[src/rtl/mem_arb_pkg.sv]
// Shared constants for the cache-to-RAM line-port arbiter.
// State encodings, grant identities and default geometry.
package mem_arb_pkg;

   localparam int ADDR_W_DEF   = 32;
   localparam int LINE_W_DEF   = 256;
   localparam int OFFSET_W_DEF = 5;

   localparam logic [1:0] IDLE   = 2'd0;
   localparam logic [1:0] BUSY_I = 2'd1;
   localparam logic [1:0] BUSY_D = 2'd2;
   localparam logic [1:0] DONE   = 2'd3;

   localparam logic GRANT_I = 1'b0;
   localparam logic GRANT_D = 1'b1;

endpackage

[src/rtl/rr_arb2.sv]
// Two-input round-robin picker; grant is one-hot {dcache, icache}.
// On a tie the requester that was not served last wins.
module rr_arb2
   import mem_arb_pkg::*;
(
   input  logic       req_i,
   input  logic       req_d,
   input  logic       last_grant,
   output logic [1:0] grant
);

   always_comb begin
      grant = 2'b00;
      if (req_i && req_d) begin
         grant = (last_grant == GRANT_I) ? 2'b10 : 2'b01;
      end else if (req_i) begin
         grant = 2'b01;
      end else if (req_d) begin
         grant = 2'b10;
      end
   end

endmodule

[src/rtl/mem_arbiter.sv]
// Shares the single line-wide RAM port between icache and dcache.
// One access at a time, fields latched at grant, registered outputs.
module mem_arbiter
   import mem_arb_pkg::*;
#(
   parameter int ADDR_W   = ADDR_W_DEF,
   parameter int LINE_W   = LINE_W_DEF,
   parameter int OFFSET_W = OFFSET_W_DEF
) (
   input  logic              clk,
   input  logic              rst,
   input  logic              enable_icache_to_arb,
   input  logic [ADDR_W-1:0] address_icache_to_arb,
   output logic              response_arb_to_icache,
   output logic [LINE_W-1:0] data_arb_to_icache_o,
   input  logic              enable_dcache_to_arb,
   input  logic              write_dcache_to_arb,
   input  logic [ADDR_W-1:0] address_dcache_to_arb,
   input  logic [LINE_W-1:0] data_dcache_to_arb_i,
   output logic              response_arb_to_dcache,
   output logic [LINE_W-1:0] data_arb_to_dcache_o,
   output logic              enable_arb_to_ram,
   output logic              write_arb_to_ram,
   output logic [ADDR_W-1:0] address_arb_to_ram,
   output logic [LINE_W-1:0] data_arb_to_ram_o,
   input  logic              response_ram_to_arb,
   input  logic [LINE_W-1:0] data_ram_to_arb_i
);

   localparam logic [ADDR_W-1:0] ALIGN =
      {{(ADDR_W-OFFSET_W){1'b1}}, {OFFSET_W{1'b0}}};

   logic [1:0] state;
   logic       last_grant;
   logic [1:0] grant;

   rr_arb2 u_rr (
      .req_i      (enable_icache_to_arb),
      .req_d      (enable_dcache_to_arb),
      .last_grant (last_grant),
      .grant      (grant)
   );

   always_ff @(posedge clk or negedge rst) begin
      if (!rst) begin
         state                  <= IDLE;
         last_grant             <= GRANT_I;
         response_arb_to_icache <= 1'b0;
         response_arb_to_dcache <= 1'b0;
         data_arb_to_icache_o   <= '0;
         data_arb_to_dcache_o   <= '0;
         enable_arb_to_ram      <= 1'b0;
         write_arb_to_ram       <= 1'b0;
         address_arb_to_ram     <= '0;
         data_arb_to_ram_o      <= '0;
      end else begin
         response_arb_to_icache <= 1'b0;
         response_arb_to_dcache <= 1'b0;
         unique case (state)
            IDLE: begin
               if (grant[1]) begin
                  state              <= BUSY_D;
                  enable_arb_to_ram  <= 1'b1;
                  write_arb_to_ram   <= write_dcache_to_arb;
                  address_arb_to_ram <= address_dcache_to_arb & ALIGN;
                  data_arb_to_ram_o  <= write_dcache_to_arb ?
                                        data_dcache_to_arb_i : '0;
               end else if (grant[0]) begin
                  state              <= BUSY_I;
                  enable_arb_to_ram  <= 1'b1;
                  write_arb_to_ram   <= 1'b0;
                  address_arb_to_ram <= address_icache_to_arb & ALIGN;
                  data_arb_to_ram_o  <= '0;
               end
            end
            BUSY_I: begin
               if (response_ram_to_arb) begin
                  state                  <= DONE;
                  last_grant             <= GRANT_I;
                  response_arb_to_icache <= 1'b1;
                  data_arb_to_icache_o   <= data_ram_to_arb_i;
                  enable_arb_to_ram      <= 1'b0;
                  write_arb_to_ram       <= 1'b0;
                  address_arb_to_ram     <= '0;
                  data_arb_to_ram_o      <= '0;
               end
            end
            BUSY_D: begin
               if (response_ram_to_arb) begin
                  state                  <= DONE;
                  last_grant             <= GRANT_D;
                  response_arb_to_dcache <= 1'b1;
                  // a write-back leaves the last read line in place
                  if (!write_arb_to_ram) begin
                     data_arb_to_dcache_o <= data_ram_to_arb_i;
                  end
                  enable_arb_to_ram      <= 1'b0;
                  write_arb_to_ram       <= 1'b0;
                  address_arb_to_ram     <= '0;
                  data_arb_to_ram_o      <= '0;
               end
            end
            DONE: begin
               state <= IDLE;
            end
            default: begin
               state <= IDLE;
            end
         endcase
      end
   end

endmodule

[config.mk]
export PLATFORM = sky130hd
export DESIGN_NAME = mem_arbiter
export DESIGN_NICKNAME = d
export VERILOG_FILES = /design/src/rtl/mem_arb_pkg.sv /design/src/rtl/rr_arb2.sv /design/src/rtl/mem_arbiter.sv
export SDC_FILE = /design/constraint.sdc
export NUM_CORES = 1
export LEC_CHECK = 0
export ABC_AREA = 1
export BUFFER_PORTS_ARGS = -buffer_cell sky130_fd_sc_hd__buf_2
export CORE_AREA = 4 4 533 535
export DETAILED_ROUTE_END_ITERATION = 7
export DIE_AREA = 0 0 537 539
export GPL_TIMING_DRIVEN = 0
export RECOVER_POWER = 100
export SLEW_MARGIN = 20
export SYNTH_ARGS = -nofsm -noshare
export SYNTH_HDL_FRONTEND = slang
export SYNTH_SLANG_ARGS = --single-unit
[constraint.sdc]
create_clock -name clk -period 2.8 [get_ports clk]
set_input_delay 0.28 -clock clk [delete_from_list [all_inputs] [get_ports clk]]
set_output_delay 0.28 -clock clk [all_outputs]
set_load 0.01 [all_outputs]
=== Word level (Yosys, flattened, before mapping) ===
Index checks and enable logic that the tools add are counted.

* Reduce and logical (&&, ||, !) cells: 10
* Divide/modulo/power cells: 0
* $mul: 0
* Mux-type cells: 29
* Shift-type cells: 0
* Equal/unequal tests: 7
* Magnitude comparators: 0
* Add/sub/neg operators: 0
* Bitwise operators: 1

{| class="wikitable"
|+ Operators by type and width
! cell !! count
|-
| two-way mux 256 bit || 4
|-
| case mux 256 bit (2 select lines) || 1
|-
| two-way mux 32 bit || 3
|-
| case mux 32 bit (2 select lines) || 1
|-
| two-way mux 2 bit || 7
|-
| two-way mux 1 bit || 9
|-
| AND reduction 3 bit || 3
|-
| case mux 1 bit (2 select lines) || 3
|-
| case mux 2 bit (3 select lines) || 1
|-
| == test 2 bit (second input constant) || 2
|-
| != test 2 bit (second input constant) || 2
|-
| AND reduction 2 bit || 2
|-
| nonzero test 2 bit || 2
|-
| != test 3 bit (second input constant) || 1
|-
| == test 2 x 1 -> 1 bit (second input constant) || 1
|-
| logical NOT 2 bit || 1
|-
| != test 2 x 1 -> 1 bit (second input constant) || 1
|-
| OR reduction 2 bit || 1
|-
| logical AND 1 bit || 1
|-
| NOT 1 bit || 1
|}

* Output and inout port bits: 804
* Flip-flop bits (word level): 807
* Input bits: 582
* Logic and storage cells: 57
* Memories kept: 0
* Bits in latches: 0
* Bits in writable memories: 0
* Bits in read-only memories: 0

=== Longest topological paths before layout ===
* Depth in word-level cells: 6
* Gate-level depth with buffers: 11

=== Hierarchy ===
From an unflattened synthesis, not the netlist that was laid out.

* Cells, all modules: 3277
* Area total of the unflattened synthesis: 31078.6 µm²

{| class="wikitable"
|+ Modules (own cells, without submodules)
! module !! cells each !! area an instance (µm²) !! times used
|-
| mem_arbiter || 3272 || 31057.3 || 1
|-
| rr_arb2 || 5 || 21.3 || 1
|}

=== Least setup slack after synthesis ===
OpenSTA, ideal clock, no wires.

* Path type: register to register
* Start point: register state[0]
* End point: register data_arb_to_ram_o[15]
* Setup slack: 1.097 ns
* Library setup time: 0.117 ns
* Cell stages (with the launch flop): 11
* Arrival time: 1.586 ns
* Path through: dfrtp_1 inv_1 ha_1 buf_6 nand2_1 nand3b_1 buf_4 buf_6 buf_2 nand2_1 nand2_1

* Longest elaborated chain between the ends: 4
* Elaborated cells between the ends (all ways): 9
* Those cells by class: eq/ne (4); mux (1); reduce/logical (4)

{| class="wikitable"
|+ Ends and longest elaborated chain
! what !! line !! RTL
|-
| from (decl) || mem_arbiter.sv:33 || <nowiki>logic [1:0] state;</nowiki>
|-
| from (signal assigned) || mem_arbiter.sv:46 || <nowiki>state <= IDLE;</nowiki>
|-
| from (signal assigned) || mem_arbiter.sv:62 || <nowiki>state <= BUSY_D;</nowiki>
|-
| from (signal assigned) || mem_arbiter.sv:69 || <nowiki>state <= BUSY_I;</nowiki>
|-
| == test 2 bit or == test 2 x 1 -> 1 bit (tied branches) || mem_arbiter.sv:59 || <nowiki>unique case (state)</nowiki>
|-
| OR reduction 2 bit (no line) || -- ||
|-
| != test 2 x 1 -> 1 bit (no line) or nonzero test 2 bit (tied branches) || -- ||
|-
| AND reduction 3 bit (no line) || -- ||
|-
| to (signal assigned) || mem_arbiter.sv:66 || <nowiki>data_arb_to_ram_o <= write_dcache_to_arb ?</nowiki>
|-
| to (decl) || mem_arbiter.sv:25 || <nowiki>output logic [LINE_W-1:0] data_arb_to_ram_o,</nowiki>
|}

Several ways; a longest one is shown, not always the timed one.
A chain may end at the register's enable or synchronous reset.

=== Worst setup path in the final report ===
* Start point: register last_grant
* End point: register data_arb_to_ram_o[195]

* Longest elaborated chain between the ends: 4
* Elaborated cells between the ends (all ways): 6
* Those cells by class: eq/ne (1); mux (4); reduce/logical (1)

{| class="wikitable"
|+ Ends and longest elaborated chain
! what !! line !! RTL
|-
| from (decl) || mem_arbiter.sv:34 || <nowiki>logic last_grant;</nowiki>
|-
| from (signal assigned) || mem_arbiter.sv:47 || <nowiki>last_grant <= GRANT_I;</nowiki>
|-
| from (signal assigned) || mem_arbiter.sv:79 || <nowiki>last_grant <= GRANT_I;</nowiki>
|-
| from (signal assigned) || mem_arbiter.sv:91 || <nowiki>last_grant <= GRANT_D;</nowiki>
|-
| two-way mux 2 bit (*) || rr_arb2.sv:15 || <nowiki>grant = (last_grant == GRANT_I) ? 2'b10 : 2'b01;</nowiki>
|-
| two-way mux 2 bit (*) || rr_arb2.sv:14 || <nowiki>if (req_i && req_d) begin</nowiki>
|-
| != test 3 bit (no line) or two-way mux 256 bit (tied branches) || -- ||
|-
| AND reduction 3 bit (no line) or case mux 256 bit (2 select lines) (tied branches) || -- ||
|}

Every way passes the cells marked *; elsewhere a longest branch is shown, timed or not.

==> results.md <==
* Outcome: finished clean
* Syn Std Cell Area at 0.0337 mm²
* Setup WS pre-CTS at -0.217 ns
* Crit path required time at 3.45 ns
* Worst Tran Pin Value at 1.07 ns
* Routed len/inst at 23.0 µm
* Synth top area cells: dfrtp_1, nand2_1, o21ai_0
* H-tree depth at 3
* YS warnings at 0
* Detailed Place HPWL at 183000 µm
* Setup ws final at 0.156 ns
* Post-Synthesis Cells at 3868
* Routed Antenna Nets at 0
* Rows at 194
* Postcts setup bufs at 0
* P_leak at 25.4 nW
* Peak supply drop at 0.791 mV
* Clock transition at path regs at 0.06 ns
* CTS sink count at 802
* CP Launch Type: flip-flop
* Detailed Route Iter0 Violations at 2533
* Yosys reg bits at 802
* Cell with the most instances after synthesis: nand2_1
* Setup Crit Path Kind: reg -> reg
* Netlist cell types at 23
* Via count at 36000
* Vias in the first global route at 36000
* Critical path endpoint category: flip-flop
* Detailed Route WL at 224000 µm
* Die height at 539 µm
* Clk_skew at 0.0664 ns
* CTS max path bufs at 4
* Cell Pwr Density at 1060 mW/mm²
* Final min period at 2.64 ns
* Die area at 0.289 mm²
* DRC Markers at 0
* Tot GR Track Use at 14.8%
* Count of boundary I/O pins at 1386
* Worst slew margin at 28.9%
* Final hold violation count at 0
* Register area share after synthesis at 59.6%
* Remaining Overflow, GRT at 0
* TritonCTS clock tree: yes
* Pin count of the biggest net entering global routing at 126
* IO Port Bufs at 1369
* Ys flop type: dfrtp_1
* Ys async rst share at 100%
* Routability congestion estimate at 0.955
* Initial core utilization at 12.1%
* Arrival time worst endpoint at 3.30 ns
* Synth cell count leaders: nand2_1, dfrtp_1, inv_1
* Initial antenna violation count at 106
* Final period util at 94.4%
* Worst skew pair latency at 0.82 ns
* Setup violators final at 0
* MaxCap Viol Count at 0
* Synth area leader: dfrtp_1
* RSZ-0062 raised after global routing: no
* Final std cells w/o fill at 9774
* Drt pass-1 iters at 6
* Worst min path class: in -> reg
* Yosys top cell area share at 59.6%
* Nets at 6498
* Root buf cell: clkbuf_16
* Final Max Slew Viols at 0
* Hold_ws at 0.0517 ns
* Placed insts at 8972
* Design Power at 56.6 mW
* Via density at 3.68
* Max Fclk at 378 MHz
* Core area at 0.279 mm²
* Syn Area/Cell at 8.71 µm²
* First-pass GRT wire length at 300000 µm
* Share of cells above drive strength 1 at 15.2%
* Critical path peak fanout at 10
* Post-synth EDFFs at 0
* Area Overhead vs Synth at 58.5%
* Total CTS buffers at 99
* R2r setup slk at 0.16 ns
* Die Wd at 537 µm
[power by group]
part           switching, mW  internal [mW]
registers               2.80           16.2
logic                   16.9           6.87
clock network           5.60           8.29
[kinds of logic after synthesis]
family                   Yosys count  synth area share [%]
buffers and inverters            596                  8.78
other                              1                0.0111
flip-flops                       802                  59.6
AND/OR/NAND/NOR                 1920                  22.6
adder cells (fa/ha/maj)            5                 0.186
AO/OA/AOI/OAI                    544                  8.87
[critical path: stages (launching register included)]
cell and delay, ns:
dfrtp_1 0.34, nand2_1 0.07, nand2_1 0.42, clkbuf_2 0.46, clkbuf_1 0.79, nor3_2 0.25
nand2_1 0.13, nand2_1 0.05
[cell usage in the layout (no fill, tap or decap), drive strengths merged, types with 12 or more instances in the layout]
cell,instances
nand2,1605
clkbuf,1088
dfrtp,802
buf,704
dlygate4sd3,563
o21ai,543
inv,323
nor3,256
diode,61
nand3,55
clkinv,18
bufinv,12
[area by class of cell]
type / instances / area [µm²]
antenna: 61 / 153
buffer: 277 / 1690
clock buffer: 139 / 2880
clock inverter: 40 / 587
fill: 31500 / 226000
inverter: 318 / 1200
multi-input combinational: 2474 / 10500
sequential: 802 / 20100
tap: 3724 / 4660
timing repair buffer: 1939 / 11700
[registers in the layout, indices dropped and copies added (netlist names)]
signal                  cells
data_arb_to_icache_o      256
state                       2
response_arb_to_icache      1
last_grant                  1
response_arb_to_dcache      1
data_arb_to_dcache_o      256
data_arb_to_ram_o         256
enable_arb_to_ram           1
write_arb_to_ram            1
address_arb_to_ram         27
[per-stage QoR]
stage | utilization (%) | area (µm²) | setup TNS (ns)
detailed placement | 16.3 | 45400 | -10.02
floorplan | - | 33700 | 0
global placement | 16.2 | 45200 | -
global route | 19.1 | 53300 | 0
finish | 19.1 | 53400 | 0
CTS | 19.6 | 54500 | 0
[layer usage]
metal,wire length (µm),up-vias,global-route usage (%)
li1,-,16200,-
met1,83700,17300,16.6
met2,106000,1949,25.3
met3,21400,483,4.80
met4,12800,38,6.90
met5,214,-,0
[path summary, 6_finish.rpt]
kind                                               startpoint                                    end  cells past startpoint
max                                    last_grant$_DFFE_PN0P_     data_arb_to_ram_o[195]$_DFFE_PN0P_                      7
min                                  data_dcache_to_arb_i[64]      data_arb_to_ram_o[64]$_DFFE_PN0P_                      5
max reg2reg                            last_grant$_DFFE_PN0P_     data_arb_to_ram_o[195]$_DFFE_PN0P_                      7
min reg2reg                data_arb_to_ram_o[174]$_DFFE_PN0P_     data_arb_to_ram_o[174]$_DFFE_PN0P_                      2
max in group asynchronous                                 rst  data_arb_to_icache_o[121]$_DFFE_PN0P_                      5
min in group asynchronous                                 rst      address_arb_to_ram[6]$_DFFE_PN0P_                      2
[what timing repair did]
item	CTS	global route
hold buffers	563	0
endpoints found under the hold margin	910	0
resized for setup	3	4
setup endpoints to repair	89	3
Power figures use the tool's default switching activity.
